[config.mk]
export PLATFORM = sky130hd
export DESIGN_NAME = leb128_pack_u32
export DESIGN_NICKNAME = d
export VERILOG_FILES = /design/src/rtl/leb128_pack_u32.sv
export SDC_FILE = /design/constraint.sdc
export NUM_CORES = 1
export LEC_CHECK = 0
export ABC_CLOCK_PERIOD_IN_PS = 2300
export CAP_MARGIN = 5
export CORE_UTILIZATION = 44
export CTS_CLUSTER_DIAMETER = 150
export CTS_CLUSTER_SIZE = 28
export DETAILED_ROUTE_END_ITERATION = 8
export PLACE_DENSITY = 0.79
export SYNTH_ARGS = -nofsm -noshare
export SYNTH_HDL_FRONTEND = slang
export SYNTH_SLANG_ARGS = --single-unit
[constraint.sdc]
create_clock -name clk -period 2.3 [get_ports clk]
set_input_delay 0.575 -clock clk [delete_from_list [all_inputs] [get_ports clk]]
set_output_delay 0.575 -clock clk [all_outputs]
set_load 0.01 [all_outputs]
[src/rtl/leb128_pack_u32.sv]
`default_nettype none
// ============================================================================
// Module  : leb128_pack_u32
// Brief   : Streaming unsigned LEB128 encoder, one u32 in, one byte per cycle.
// Revision: 1.0
// ============================================================================
module leb128_pack_u32 #(
  parameter int MIN_LEN = 1
) (
  input  logic        clk,
  input  logic        rst_n,
  input  logic [31:0] i_data,
  input  logic        i_valid,
  output logic        i_ready,
  output logic [7:0]  o_data,
  output logic        o_valid,
  input  logic        o_ready,
  output logic        o_last,
  output logic [2:0]  o_idx,
  output logic [2:0]  o_len
);

  localparam logic [0:0] C_ST_IDLE = 1'b0;
  localparam logic [0:0] C_ST_SEND = 1'b1;
  localparam logic [2:0] C_MIN_LEN = 3'(MIN_LEN);

  generate
    if (MIN_LEN < 1 || MIN_LEN > 5) begin : g_min_len_bad
      $error("leb128_pack_u32: MIN_LEN must be in 1..5");
    end
  endgenerate

  logic [0:0]  state_q, state_d;
  logic [31:0] shift_q, shift_d;
  logic [2:0]  idx_q,   idx_d;
  logic [2:0]  len_q,   len_d;

  logic [2:0]  w_nat_len;
  logic [2:0]  w_new_len;
  logic        w_send;
  logic        w_last;
  logic        w_fire;
  logic        w_accept;

  function automatic logic [2:0] nat_len(input logic [31:0] v);
    if (v[31:28] != 4'd0)      return 3'd5;
    else if (v[27:21] != 7'd0) return 3'd4;
    else if (v[20:14] != 7'd0) return 3'd3;
    else if (v[13:7] != 7'd0)  return 3'd2;
    else                       return 3'd1;
  endfunction

  always_comb begin
    w_nat_len = nat_len(i_data);
    w_new_len = (w_nat_len < C_MIN_LEN) ? C_MIN_LEN : w_nat_len;
    w_send    = (state_q == C_ST_SEND);
    w_last    = w_send & (idx_q == (len_q - 3'd1));
    w_fire    = w_send & o_ready;
    i_ready   = rst_n & (~w_send | (w_fire & w_last));
    w_accept  = i_valid & i_ready;
  end

  // The shift register zero-fills from the top, so padding and the short
  // fifth chunk fall out of the same 7-bit slice.
  always_comb begin
    o_valid = w_send;
    o_last  = w_last;
    o_idx   = idx_q;
    o_len   = len_q;
    o_data  = w_send ? {~w_last, shift_q[6:0]} : 8'h00;
  end

  always_comb begin
    state_d = state_q;
    shift_d = shift_q;
    idx_d   = idx_q;
    len_d   = len_q;
    if (w_accept) begin
      state_d = C_ST_SEND;
      shift_d = i_data;
      idx_d   = 3'd0;
      len_d   = w_new_len;
    end else if (w_fire) begin
      if (w_last) begin
        state_d = C_ST_IDLE;
      end else begin
        shift_d = {7'd0, shift_q[31:7]};
        idx_d   = idx_q + 3'd1;
      end
    end
  end

  always_ff @(posedge clk) begin
    if (!rst_n) begin
      state_q <= C_ST_IDLE;
      shift_q <= 32'd0;
      idx_q   <= 3'd0;
      len_q   <= 3'd0;
    end else begin
      state_q <= state_d;
      shift_q <= shift_d;
      idx_q   <= idx_d;
      len_q   <= len_d;
    end
  end

endmodule
`default_nettype wire
# After elaboration in Yosys (flattened, before gate mapping)
# Index checks and enable logic that the tools add are counted.
# word_totals
register_bits	39
input_bits	36
output_inout_bits	17
# classes
n_addsub	2
order_cmp	1
eq_ne	2
n_mux	12
bitwise	9
n_reduce_logical	10
# ops
op	count
32-bit two-way mux	3
7-bit nonzero test	3
3-bit two-way mux	3
8-bit two-way mux	1
2-bit AND reduction	3
1-bit AND	5
2-bit two-way mux	2
2-bit nonzero test	2
4-bit nonzero test	1
3-bit by 1-bit adder with 3-bit output, second input constant	1
3-bit equality test	1
3-bit by 1-bit < comparator with 1-bit output, second input constant	1
1-bit two-way mux	3
1-bit NOT	3
3-bit by 1-bit subtractor with 3-bit output, second input constant	1
2-bit by 1-bit != test with 1-bit output, second input constant	1
2-bit OR reduction	1
1-bit OR	1

# Depth between registers and ports, before layout
# depth
word_depth	9
ltp_mapped	8
ltp_nobuf	6

# Worst setup path before layout
# OpenSTA, ideal clock, no wires.
# synth_timing
kind	register to output
start	register len_q[0] (netlist: o_len[0])
end	output i_ready
t_arrival_ps	1623
required_ps	1725
path_slack_ps	102
path_stages_with_launch	7
cell_sequence	dfxtp_1 -> inv_1 -> ha_1 -> xnor2_1 -> nor3_1 -> a21boi_0 -> nor2b_1
# synth_between
elab_chain_cells	6
# synth_lines
element	line_no	rtl
start: declaration	36	logic [2:0] len_q, len_d;
start signal: assignment	103	len_q <= len_d;
3-bit by 1-bit subtractor with 3-bit output	57	w_last = w_send & (idx_q == (len_q - 3'd1));
3-bit equality test	57	
1-bit AND	57	
1-bit AND	59	i_ready = rst_n & (~w_send | (w_fire & w_last));
1-bit OR	59	
1-bit AND	59	
end: declaration	14	output logic i_ready,
# Every way passes these cells.

# Worst setup path in the final report
# layout_timing
start	register len_q[0] (netlist: o_len[0])
end	output o_last
# layout_between
elab_chain_cells	3
# layout_lines
element	line_no	rtl
3-bit by 1-bit subtractor with 3-bit output	57	
3-bit equality test	57	
1-bit AND	57	
end: declaration	18	output logic o_last,
# Every way passes these cells.

==> results.py <==
metrics = {
    "clock_tree": {
        "clock_latency_ns": 0.30,
        "h-tree-depth": 2,
        "tritoncts.num_buffers": 5,
        "clock_sinks": 39,
        "clockBufferDepth": 2,
        "cts-hold-fix-buffers": 0,
        "cts.clk_slew.worst_paths_ns": 0.08,
        "clockRootBuffer": "clkbuf_8",
        "tritoncts": "built",
    },
    "worst_setup_path": {
        "worst-r2r-setup-slack_ns": 0.27,
        "timing.critical_path.required_ns": 1.73,
        "critPathArrivalTime_ns": 1.71,
        "critical_path.cell_chain": "inv_2 -> ha_4 -> xnor2_4 -> nor3_4 -> buf_4 -> and2_4 -> buf_6",
        "crit_fanout": 2,
        "worst_path_largest_cell_delay_ns": 0.33,
        "setup.worst_path.start_class": "flip-flop",
        "cell_family_contributing_the_most_delay_on_the_critical_path": "simple AND/OR/NAND/NOR gates",
        "setup.worst_path.end_class": "primary output",
        "cp.buffers_inverters": 3,
        "path_class": "flip-flop to primary output",
        "timing.reg2reg.worst_path_depth": 8,
        "instance_count_on_the_critical_path": 7,
        "critical_path.slowest_cell": "dfxtp_2",
    },
    "sta": {
        "slew_violations": 0,
        "hold_viol": 0,
        "final_clock_period_utilization_by_the_worst_path_pct": 99.3,
        "max_slew.worst_pin.slew_ns": 0.384,
        "final.setup.worst_slack_ns": 0.0162,
        "fin_worst_skew_ns": 0.00800,
        "setup_viol_count_final": 0,
        "finalHoldWorstSlack_ns": 0.454,
        "post-route-min-period_ns": 2.28,
        "fmax_mhz": 438,
        "maxSlewHeadroom_pct": 74.3,
        "rsz0062_at_grt": "true",
    },
    "cells_and_area": {
        "share_of_layout_cells_above_drive_strength_1_pct": 17.9,
        "area_growth_syn_to_fin_pct": 45.6,
        "fill_cells": 335,
        "final_nets": 345,
        "most-common-layout-cells": "49 x clkdlybuf4s50_1, 45 x nand2_1, 40 x a21oi_1",
        "antenna_cells_inserted": 0,
        "stdcell_count": 358,
        "mostFrequentLayoutCell": "clkdlybuf4s50_1",
    },
    "power": {
        "power.static_leakage_uw": 0.00104,
        "switching_share_pct": 25.0,
        "power.internal_uw": 1350,
        "p_sw_uw": 452,
        "share_comb_of_total_power_pct": 20.8,
        "clk_pwr_share_pct": 38.1,
        "pwr_density_cell_mw_per_mm2": 639,
        "share_seq_of_total_power_pct": 41.1,
        "vdd.ir_drop.worst_mv": 0.420,
    },
    "place": {
        "gp_routability_congestion": 0.796,
        "inst_count_dp": 347,
        "io_buffer_count": 52,
        "pre_cts_setup_slack_ns": -0.263,
        "place_hpwl_mm": 3.26,
    },
    "hold_path": {
        "holdCritPathClass": "flip-flop to flip-flop",
        "worstHoldPathCells": 2,
    },
    "synthesis": {
        "synth-edff-count": 0,
        "post-synth-top-area-fraction_pct": 40.3,
        "synth-async-reset-ratio_pct": 0,
        "synth_ff_type": "dfxtp_1",
        "synth-seq-area-share_pct": 40.3,
        "synth_top_cell_by_area": "dfxtp_1",
        "yosysUniqueCellTypes": 37,
        "synth_area_leaders": "dfxtp_1 40%, a21oi_1 10%, nand2_1 8.7%, o21ai_0 6.2%, buf_6 3.5%",
        "yosys_warnings": 0,
        "syn-instance-count": 236,
        "mappedNetlistArea_sq_mm": 0.00194,
        "postSynthRegisterBits": 39,
        "syn-mean-instance-area_sq_um": 8.22,
        "syn-num-nets": 274,
    },
    "grt": {
        "initial_antenna_violation_count": 0,
        "grt-ovfl-total": 0,
        "grt_first_pass_wirelength_mm": 8.15,
        "grt_start_max_net_pins": 37,
        "track_usage_pct": 24.2,
        "first_global_vias": 1773,
    },
    "detailed_routing": {
        "post-route-drc-count": 0,
        "detail_route.iter0.violations": 137,
        "wirelength_mm": 5.26,
        "avgRoutedWirePerCell_microns": 14.7,
        "drt.antenna.violating_nets": 0,
        "route.vias.total": 1960,
        "drt-vias-per-instance": 5.47,
        "drt_first_pass_iters": 5,
    },
    "floorplanning": {
        "die_width_microns": 68.4,
        "number_of_placement_rows": 23,
        "area_of_the_placeable_core_sq_mm": 0.00412,
        "top_ports": 53,
        "floorplan.initialDensity_pct": 47.1,
        "die_y_microns": 68.4,
        "fp.dieArea_sq_mm": 0.00468,
    },
    "outcome": {
        "status": "completed",
    },
    "run": {
        "maxCapViolCount": 0,
    },
}
worst min-delay path: stages (launching register included):
cell and delay [ns]:
dfxtp_1 0.31, nand2_1 0.05, a21oi_1 0.05
power groups by stage:
stage                     Sequential [uW]  Clock [uW]  Combinational [uW]
after floorplan                       757           0                 179
final                                 742         687                 376
after global placement                753           0                 338
after global routing                  746         720                 406
after detailed placement              755           0                 345
after CTS                             740         688                 356
routing by layer:
metal	vias to the layer above	track usage [%]	routed length, microns
li1	971	-	-
met1	896	28.6	2170
met2	80	41.3	2640
met3	13	4.00	333
met4	0	13.3	116
met5	-	0	0
stage by stage:
stage / utilization (%) / instance area (sq um) / setup TNS, ns / power (uW)
final: 68.6 / 2820 / 0 / 1800
after CTS: 67.5 / 2780 / -0.279 / 1780
after global routing: 68.6 / 2820 / -0.0802 / 1870
after detailed placement: 63.8 / 2630 / -0.537 / 1100
after global placement: 63.8 / 2630 / -0.337 / 1090
after floorplan: - / 1940 / 0 / 936
final timing paths:
path,start,end
worst max-delay path,o_len[0]$_SDFFE_PN0N_,o_last
worst min-delay path,shift_q[7]$_SDFFE_PN0P_,shift_q[0]$_SDFFE_PN0P_
worst max register to register,o_len[1]$_SDFFE_PN0N_,shift_q[13]$_SDFFE_PN0P_
worst min register to register,shift_q[7]$_SDFFE_PN0P_,shift_q[0]$_SDFFE_PN0P_
sequential cells by signal, summed over array words and instances (netlist names):
register  count
shift_q      32
o_len         3
o_idx         3
o_valid       1
synthesized netlist by cell type (4+ instances only):
| cell | instances |
|---|---|
| nand2_1 | 45 |
| a21oi_1 | 40 |
| dfxtp_1 | 39 |
| o21ai_0 | 24 |
| and2_1 | 9 |
| a31oi_1 | 8 |
| buf_2 | 7 |
| nand3_1 | 7 |
| buf_6 | 6 |
| a21boi_1 | 4 |
| clkbuf_1 | 4 |
repair_timing:
item	4_1_cts	5_1_grt
setup buffers	2	1
hold endpoints to repair	0	0
endpoints found under the setup margin	3	3
gates resized for setup	20	7
pin swaps	5	5
kinds of logic (layout without fill, tap and decap cells):
kind of cell               after synthesis  after routing  synth area share, %
xor gates and xnor gates                 7              7                 4.65
and+or+nand+nor                         76             76                 18.0
AOI/OAI and AO/OA                       91             91                 28.8
buffers and inverters                   21             93                 7.03
DFF                                     39             39                 40.3
adders and majority gates                2              2                 1.29
final cells by class:
type	count	area [sq um]	area share, %
Clock buffer	6	72.6	2.57
Clock inverter	2	60.1	2.13
Tap cell	50	62.6	2.22
Timing Repair Buffer	82	762	27.0
Inverter	3	11.3	0.399
Multi-Input combinational cell	176	1070	38.0
Sequential cell	39	783	27.7
(Power assumes the default switching activity.)
